==> src/rtl/fetch_stage.sv <==
// Instruction fetch stage: single-outstanding imem requester feeding the IF/ID register.
// Handles decode stall via a one-entry hold buffer, redirects with in-flight kill, and flush.
module fetch_stage #(
    parameter logic [31:0]  RESET_PC  = 32'h0000_0000,
    parameter logic [31:0]  NOP_INSTR = 32'h0000_0013,
    localparam int unsigned XLEN      = 32
) (
    input  logic            clk,
    input  logic            rst,
    input  logic            StallD,
    input  logic            FlushD,
    input  logic            PCSrcE,
    input  logic [XLEN-1:0] PCTargetE,
    output logic            imem_req,
    output logic [XLEN-1:0] imem_addr,
    input  logic [XLEN-1:0] imem_rdata,
    input  logic            imem_rvalid,
    output logic [XLEN-1:0] InstrD,
    output logic [XLEN-1:0] PCD,
    output logic [XLEN-1:0] PCPlus4D,
    output logic            ValidD
);

    typedef enum logic [1:0] {
        S_IDLE  = 2'd0,
        S_FETCH = 2'd1,
        S_WAIT  = 2'd2,
        S_HOLD  = 2'd3
    } state_e;

    state_e          r_state;
    logic [XLEN-1:0] r_pcf;
    logic            r_kill;
    logic            r_imem_req;
    logic [XLEN-1:0] r_hold_instr;
    logic [XLEN-1:0] r_hold_pc;
    logic [XLEN-1:0] r_instr_d;
    logic [XLEN-1:0] r_pc_d;
    logic [XLEN-1:0] r_pc_plus4_d;
    logic            r_valid_d;

    state_e          w_state_nxt;
    logic [XLEN-1:0] w_pcf_nxt;
    logic            w_kill_nxt;
    logic [XLEN-1:0] w_hold_instr_nxt;
    logic [XLEN-1:0] w_hold_pc_nxt;
    logic [XLEN-1:0] w_instr_d_nxt;
    logic [XLEN-1:0] w_pc_d_nxt;
    logic [XLEN-1:0] w_pc_plus4_d_nxt;
    logic            w_valid_d_nxt;
    logic            w_load;
    logic [XLEN-1:0] w_load_instr;
    logic [XLEN-1:0] w_load_pc;
    logic [XLEN-1:0] w_pc_plus4;
    logic [XLEN-1:0] w_redirect_pc;
    logic            w_unused;

    assign w_pc_plus4    = r_pcf + XLEN'(4);
    assign w_redirect_pc = {PCTargetE[XLEN-1:2], 2'b00};
    assign w_unused      = &{1'b0, PCTargetE[1:0]};

    // Next-state, PC, kill and hold-buffer logic
    always_comb begin
        w_state_nxt      = r_state;
        w_pcf_nxt        = r_pcf;
        w_kill_nxt       = r_kill;
        w_hold_instr_nxt = r_hold_instr;
        w_hold_pc_nxt    = r_hold_pc;
        w_load           = 1'b0;
        w_load_instr     = imem_rdata;
        w_load_pc        = r_pcf;

        case (r_state)
            S_IDLE: begin
                w_state_nxt = S_FETCH;
            end
            S_FETCH: begin
                w_state_nxt = S_WAIT;
                if (PCSrcE) w_kill_nxt = 1'b1;
            end
            S_WAIT: begin
                if (imem_rvalid) begin
                    if (PCSrcE || r_kill) begin
                        w_kill_nxt  = 1'b0;
                        w_state_nxt = S_FETCH;
                    end else if (StallD) begin
                        w_hold_instr_nxt = imem_rdata;
                        w_hold_pc_nxt    = r_pcf;
                        w_state_nxt      = S_HOLD;
                    end else begin
                        w_load      = 1'b1;
                        w_pcf_nxt   = w_pc_plus4;
                        w_state_nxt = S_FETCH;
                    end
                end else if (PCSrcE) begin
                    w_kill_nxt = 1'b1;
                end
            end
            S_HOLD: begin
                if (PCSrcE) begin
                    w_state_nxt = S_FETCH;
                end else if (!StallD) begin
                    w_load       = 1'b1;
                    w_load_instr = r_hold_instr;
                    w_load_pc    = r_hold_pc;
                    w_pcf_nxt    = w_pc_plus4;
                    w_state_nxt  = S_FETCH;
                end
            end
            default: begin
                w_state_nxt = S_IDLE;
            end
        endcase

        // Redirect overrides any sequential PC advance
        if (PCSrcE) w_pcf_nxt = w_redirect_pc;
    end

    // IF/ID register update: flush wins over load, stall is implicit (no load)
    always_comb begin
        w_instr_d_nxt    = r_instr_d;
        w_pc_d_nxt       = r_pc_d;
        w_pc_plus4_d_nxt = r_pc_plus4_d;
        w_valid_d_nxt    = r_valid_d;
        if (FlushD) begin
            w_instr_d_nxt = NOP_INSTR;
            w_valid_d_nxt = 1'b0;
        end else if (w_load) begin
            w_instr_d_nxt    = w_load_instr;
            w_pc_d_nxt       = w_load_pc;
            w_pc_plus4_d_nxt = w_load_pc + XLEN'(4);
            w_valid_d_nxt    = 1'b1;
        end
    end

    always_ff @(posedge clk or posedge rst) begin
        if (rst) begin
            r_state      <= S_IDLE;
            r_pcf        <= RESET_PC;
            r_kill       <= 1'b0;
            r_imem_req   <= 1'b0;
            r_hold_instr <= '0;
            r_hold_pc    <= '0;
            r_instr_d    <= NOP_INSTR;
            r_pc_d       <= '0;
            r_pc_plus4_d <= '0;
            r_valid_d    <= 1'b0;
        end else begin
            r_state      <= w_state_nxt;
            r_pcf        <= w_pcf_nxt;
            r_kill       <= w_kill_nxt;
            r_imem_req   <= (w_state_nxt == S_FETCH);
            r_hold_instr <= w_hold_instr_nxt;
            r_hold_pc    <= w_hold_pc_nxt;
            r_instr_d    <= w_instr_d_nxt;
            r_pc_d       <= w_pc_d_nxt;
            r_pc_plus4_d <= w_pc_plus4_d_nxt;
            r_valid_d    <= w_valid_d_nxt;
        end
    end

    assign imem_req  = r_imem_req;
    assign imem_addr = r_pcf;
    assign InstrD    = r_instr_d;
    assign PCD       = r_pc_d;
    assign PCPlus4D  = r_pc_plus4_d;
    assign ValidD    = r_valid_d;

endmodule

==> config.mk <==
export PLATFORM = sky130hd
export DESIGN_NAME = fetch_stage
export DESIGN_NICKNAME = d
export VERILOG_FILES = /design/src/rtl/fetch_stage.sv
export SDC_FILE = /design/constraint.sdc
export NUM_CORES = 1
export LEC_CHECK = 0
export BUFFER_PORTS_ARGS = -buffer_cell sky130_fd_sc_hd__buf_2
export CORE_MARGIN = 5
export CORE_UTILIZATION = 25
export CTS_BUF_LIST = sky130_fd_sc_hd__clkbuf_4
export CTS_CLUSTER_SIZE = 14
export DETAILED_ROUTE_END_ITERATION = 8
export PLACE_DENSITY = 0.54
export SYNTH_ARGS = -nofsm -noshare
export SYNTH_HDL_FRONTEND = slang
export SYNTH_SLANG_ARGS = --single-unit
==> constraint.sdc <==
create_clock -name clk -period 7.4 [get_ports clk]
set_input_delay 1.48 -clock clk [delete_from_list [all_inputs] [get_ports clk]]
set_output_delay 1.48 -clock clk [all_outputs]
set_load 0.05 [all_outputs]
==> results of run 1 <==
==> power by group through the flow <==
| stage | registers [mW] | clock network (mW) | logic [mW] |
|---|---|---|---|
| final | 1.67 | 0.576 | 1.64 |
| after global routing | 1.73 | 0.643 | 1.77 |
| after CTS | 1.67 | 0.610 | 1.67 |
| after detailed placement | 1.70 | 0 | 1.67 |
| after floorplan | 2.31 | 0 | 0.585 |
| after global placement | 1.68 | 0 | 1.65 |
==> through the flow <==
step | cell area [um2] | setup WS, ps | hold slack [ps] | power [mW] | instances
finish | 11200 | 3330 | 491 | 3.89 | 1639
CTS | 11200 | 3340 | 499 | 3.95 | 1636
floorplan | 9520 | 669 | 454 | 2.89 | 965
detailed placement | 10900 | 2620 | 462 | 3.36 | 1604
global placement | 10900 | 2750 | 459 | 3.33 | 1604
global route | 11200 | 3220 | 532 | 4.14 | 1639
==> sequential cells by signal, indices dropped and copies added (netlist names) <==
signal and count:
InstrD 32, PCD 32, PCPlus4D 30, ValidD 1
imem_addr 30, imem_req 1, r_hold_instr 32, r_hold_pc 32
r_kill 1, r_state 2
==> final cells by class <==
cell class	instances	area, um2
fill	4038	26400
sequential	193	4830
multi-input combinational	681	4300
timing repair buffer	206	1060
tap	511	639
clock inverter	15	145
clock buffer	17	128
inverter	13	56.3
antenna	3	7.51
==> worst paths after layout <==
| path | start | endpoint | cells past startpoint |
|---|---|---|---|
| min in group asynchronous | rst | InstrD[3] | 2 |
| hold reg to reg | PCPlus4D[2] | PCPlus4D[2] | 2 |
| hold / removal | PCPlus4D[2] | PCPlus4D[2] | 2 |
| setup / recovery | StallD | PCPlus4D[24] | 7 |
| max in group asynchronous | rst | imem_addr[26] | 3 |
| setup reg to reg | r_state[0] | PCPlus4D[24] | 6 |
==> worst register-to-register path: cells and delay by family (launching register included) <==
family,cells,cell delay [ps]
flip-flops,1,640
AO/OA/AOI/OAI,3,1020
buffers and inverters,1,620
AND/OR/NAND/NOR,2,1290
==> kinds of logic (layout without fill, tap and decap cells) <==
family	after synthesis	in the layout
other cells	1	5
flops	193	193
fa+ha+maj	2	2
mux	86	86
simple gates	375	375
buf+inv	91	251
compound gates	171	171
xor+xnor	45	45
==> cells in the mapped netlist, types with 7 or more instances <==
master,instances,area (um2)
nor3_1,26,130
xor2_1,7,61.3
o21ai_0,70,350
clkbuf_1,39,146
mux2i_1,26,260
a21oi_1,12,60.1
nand3_1,21,105
nor2_1,65,244
o31ai_1,9,67.6
and3_1,8,50.1
a311oi_1,29,254
xnor2_1,38,333
o21ai_1,7,35.0
nor4_1,17,106
nand4_1,14,87.6
buf_2,18,90.1
buf_1,12,45.0
nand2_1,193,724
mux2_2,60,676
inv_1,13,48.8
dfrtp_1,190,4750
==> per-layer routing <==
| metal | share of wire, % | track usage [%] | wire, um |
|---|---|---|---|
| met1 | 46 | 19.9 | 13700 |
| met5 | 0.18 | 0 | 55 |
| met3 | 6.1 | 3.93 | 1840 |
| met2 | 45 | 21.2 | 13600 |
| met4 | 2.3 | 4.74 | 673 |
==> qor.txt, run 1 <==
Root Buffer Master -> clkbuf_4
worst path bufs/invs -> 2
nets@finish -> 1184
Worst Path Class, Setup -> primary input to flop
Clock Power Share -> 14.8%
Slew headroom -> 30.0%
P&R area growth vs syn -> 17.3%
total clock sinks -> 193
setup_tns -> 0 ps
Post-Syn Instances -> 964
routability cong. -> 0.803
layout cell share with drive strength beyond 1 -> 28.6%
XOR/XNOR Fraction of Synth Area -> 4.14%
initial antenna violation count -> 8
critical path endpoint category -> flop
clock slew at reported path FFs -> 170 ps
#FFs+latches synth -> 193
YS warnings -> 0
Unique masters post-synth -> 60
number of flops mapped to enable cells by yosys -> 0
grt ovf -> 0
final core utilization -> 29.7%
Clock Latency Late Sink -> 640 ps
Max Clk Rate -> 246 MHz
commonest non-fill, non-tap cells in the layout -> buf_2, nand2_1, dfrtp_1, o21ai_0, nor2_1
Post-Synth Adder-Cell Area -> 0.263%
vias in the first global route -> 7525
Pleak -> 5.10 nW
Hold Crit Class -> flop to flop
CTS tree -> yes
largest net degree at the start of global routing -> 118
reg-to-reg setup timing slack -> 3760 ps
most common cell after layout, fill and taps aside -> buf_2
CTS Buffer Depth -> 2
CP cell instances -> buf_2 -> nand4bb_4 -> buf_4 -> nor4_2 -> o221ai_2 -> o31a_1 -> o31ai_1
Vias -> 7697
CP Data Required Time -> 7930 ps
Boundary Pins -> 200
slowest stage cell, crit path -> nand4bb_4
clk_skew -> 24.8 ps
Detailed Route WL -> 29.9 mm
first-pass GRT wire length -> 46.3 mm
Routed wire per std cell -> 18.2 um
CP Launch Type -> primary input
die area -> 42100 um2
starting density of the core -> 25.3%
Critical Path Fanout Max -> 48
Core ar. -> 37600 um2
GRT Overall Usage -> 14.2%
H-tree depth -> 4
min cycle time layout -> 4070 ps
sw frac -> 48.9%
Int Pwr -> 1.99 mW
Worst EP arrival -> 4600 ps
outcome -> finished, final reports clean
worst vdd ir -> 157 uV
Mean Syn Cell Area -> 9.87 um2
Compound-Gate Fraction of Synth Area -> 12.2%
Slew Viols, Final -> 0
RSZ-0062 raised after global routing -> false
DR pass1 iterations -> 5
Max stage delay on crit path -> 870 ps
PortBufs -> 195
sequential share of power -> 43.0%
vias per cell -> 4.70
iteration-0 DRC count of the detailed router -> 500
Detail Placement HPWL -> 21.3 mm
Max Cap Viol -> 0
Gate power share -> 42.2%
Pwr per Cell Area -> 348 nW/um2
setup violators final -> 0
multiplexer share of the synthesized area -> 9.84%
CTS Hold Bufs -> 0
die width -> 205 um
Residual DRC -> 0
worst-margin pin slew -> 1050 ps
Synth Cell Area -> 9510 um2
fin crit share -> 55.0%
switching pwr -> 1.90 mW
ANT nets after route -> 0
Top delay family on crit path -> simple AND/OR/NAND/NOR gates
simple-gate share of the synthesized area -> 18.4%
die height -> 205 um
standard-cell rows -> 71
post_cts resized -> 0
largest family of logic cells by synthesized area -> simple AND/OR/NAND/NOR gates
Most used DFF post-synth -> dfrtp_1
Final Hold Fails -> 0
sequential area share after synthesis -> 50.8%
ys async rst share -> 100%
cts bufs inserted -> 17
number of post-CTS setup repair buffers -> 0
No activity file was read; power rests on OpenSTA's default activity.
==> run 2, diff against run 1 <==
ABC_AREA = 1   (was unset)
PLACE_DENSITY = 0.53   (was 0.54)
clock period = 3.8 ns   (was 7.4 ns; I/O delays follow)
==> qor.txt, run 2 <==
Detailed Route WL -> 35.9 mm (+20%)
Int Pwr -> 4.41 mW (+120%)
sequential area share after synthesis -> 45.4% (-5.4 points)
outcome -> finished, final reports clean
Worst Path Class, Setup -> flop to flop
DP Area -> 12100 um2 (+11%)
vias per cell -> 4.66 (-0.86%)
min cycle time layout -> 2570 ps
Root Buffer Master -> clkbuf_4
CP Data Required Time -> 4410 ps (-3520 ps)
iteration-0 DRC count of the detailed router -> 842 (+68%)
first-pass GRT wire length -> 56.0 mm (+21%)
standard-cell rows -> 75 (+5.6%)
PortBufs -> 195 (unchanged)
reg-to-reg endpoint -> PCPlus4D[24]
DR pass1 iterations -> 5 (unchanged)
Max Clk Rate -> 389 MHz
clock slew at reported path FFs -> 160 ps (about the same)
most common cell in the netlist -> nand2_1
reg-to-reg setup timing slack -> 1230 ps (-2530 ps)
Clock Power Share -> 12.3% (-2.5 points)
Mean Syn Cell Area -> 7.38 um2 (-25%)
CP Launch Point -> r_state[1]
most frequent cells after synthesis -> nand2_1, dfrtp_1, nor2_1
number of post-CTS setup repair buffers -> 0 (unchanged)
ANT nets after route -> 0 (unchanged)
Detail Placement HPWL -> 26.2 mm (+23%)
Gate power share -> 51.6% (+9.4 points)
Core ar. -> 42000 um2 (+12%)
die width -> 216 um (+5.5%)
ys async rst share -> 100% (unchanged)
Critical Path Fanout Max -> 37 (-23%)
H-tree depth -> 4 (unchanged)
Post-Layout Inst Area -> 12300 um2 (+11%)
Critical Path End -> PCPlus4D[24]
RSZ-0062 raised after global routing -> false
Pwr per Cell Area -> 776 nW/um2 (+120%)
worst vdd ir -> 332 uV (+110%)
Unique masters post-synth -> 45 (-25%)
nets@finish -> 1677 (+42%)
top post-synthesis cells by area -> dfrtp_1, nand2_1, o21ai_0
vias in the first global route -> 9663 (+28%)
commonest non-fill, non-tap cells in the layout -> nand2_1, buf_2, dfrtp_1, nor2_1, o21ai_0
number of flops mapped to enable cells by yosys -> 0 (unchanged)
Power Total -> 9.58 mW (+150%)
Clock Latency Late Sink -> 730 ps (+90 ps)
sw frac -> 54.0% (+5.1 points)
CP Launch Type -> flop
Vias -> 10043 (+30%)
CTS Hold Bufs -> 0 (unchanged)
die height -> 216 um (+5.5%)
Final Hold Fails -> 0 (unchanged)
Post-Syn Instances -> 1444 (+50%)
fin crit share -> 67.6%
Slew headroom -> 38.7% (+8.7 points)
YS warnings -> 0 (unchanged)
Hold Crit Class -> primary input to async pin
CTS tree -> yes
final core utilization -> 29.4% (-0.34 points)
Routed wire per std cell -> 16.6 um (-8.8%)
Max Cap Viol -> 0 (unchanged)
critical path endpoint category -> flop
#FFs+latches synth -> 193 (unchanged)
share of the synthesized area in the top cell type -> 44.6% (-5.3 points)
Pleak -> 6.31 nW (+24%)
Residual DRC -> 0 (unchanged)
initial antenna violation count -> 1 (-7)
Hold Slack -> 239 ps (-251 ps)
reg2reg path depth -> 12 (+6)
Synth Cell Area -> 10700 um2 (+12%)
routability cong. -> 0.833 (+3.6%)
worst-margin pin slew -> 918 ps (-132 ps)
total clock sinks -> 193 (unchanged)
die area -> 46800 um2 (+11%)
Slew Viols, Final -> 0 (unchanged)
grt ovf -> 0 (unchanged)
Synth area leader -> dfrtp_1
GRT Overall Usage -> 15.3% (+1.2 points)
setup_tns -> 0 ps (unchanged)
layout cell share with drive strength beyond 1 -> 18.3% (-10 points)
sequential share of power -> 36.1% (-6.9 points)
switching pwr -> 5.17 mW (+170%)
dpl ws -> 678 ps (-1940 ps)
worst setup margin -> 1230 ps (-2100 ps)
largest net degree at the start of global routing -> 145 (+23%)
CTS Buffer Depth -> 2 (unchanged)
cts bufs inserted -> 17 (unchanged)
Non-Filler Instances -> 2157 (+32%)
most common cell after layout, fill and taps aside -> nand2_1
post_cts resized -> 0 (unchanged)
Post-Place Cells -> 2125 (+32%)
FF-to-FF Start -> r_state[1]
Boundary Pins -> 200 (unchanged)
setup violators final -> 0 (unchanged)
Most used DFF post-synth -> dfrtp_1
P&R area growth vs syn -> 15.9%
Worst EP arrival -> 3180 ps (-1420 ps)
starting density of the core -> 25.3% (about the same)
clk_skew -> 32.1 ps (+7.34 ps)
==> run 2: cell type report <==
cell class | instances | area, um2
Sequential cell | 193 | 4830
Inverter | 129 | 490
Fill cell | 4650 | 29700
Tap cell | 539 | 674
Timing Repair Buffer | 215 | 1140
Multi-Input combinational cell | 1049 | 4950
Antenna cell | 1 | 2.50
Clock inverter | 13 | 126
Clock buffer | 18 | 135
==> run 2: kinds of logic after synthesis <==
| group | count (synthesis) | synth area share (%) |
|---|---|---|
| compound gates | 238 | 12.1 |
| xor+xnor | 13 | 1.07 |
| simple gates | 762 | 29.9 |
| flops | 193 | 45.4 |
| mux | 32 | 3.01 |
| fa+ha+maj | 2 | 0.235 |
| buf+inv | 203 | 8.29 |
| other cells | 1 | 0.0352 |
==> run 2: power groups by stage <==
stage	registers [mW]	logic (mW)	clock network, mW
final	3.46	4.94	1.18
after global routing	3.56	5.41	1.33
after CTS	3.46	5.00	1.26
after detailed placement	3.51	4.98	0
after global placement	3.47	4.94	0
after floorplan	4.93	2.14	0
==> run 2: worst min-delay path by stage <==
stage                            endpoint             from  slack, ps
final                       imem_addr[14]              rst        240
after global routing               ValidD              rst        220
after CTS                          ValidD              rst        160
after detailed placement          PCD[13]          PCD[13]        460
after global placement        PCPlus4D[3]      PCPlus4D[3]        460
after floorplan           r_hold_instr[0]  r_hold_instr[0]        450
==> run 2: metal layers <==
layer | part of all wire (%) | global-route usage [%] | routed length [um] | vias to the layer above
met5 | 0 | 0 | 0 | -
met4 | 1.5 | 4.18 | 547 | 0
met3 | 5.9 | 3.59 | 2100 | 33
met2 | 45 | 24.4 | 16300 | 312
met1 | 47 | 21.1 | 17000 | 4739
li1 | - | - | - | 4959
==> run 2: critical path, cell delays in order (launching register included) <==
cell and delay [ps]:
dfrtp_1 520, nand2_4 110, nor2_8 480, nand2_1 140
nand2_1 130, ha_1 200, nand2_2 90, nor2_4 130
nand2_2 100, nor2_4 280, nand3_1 120, nand2_1 80
nand3_1 60
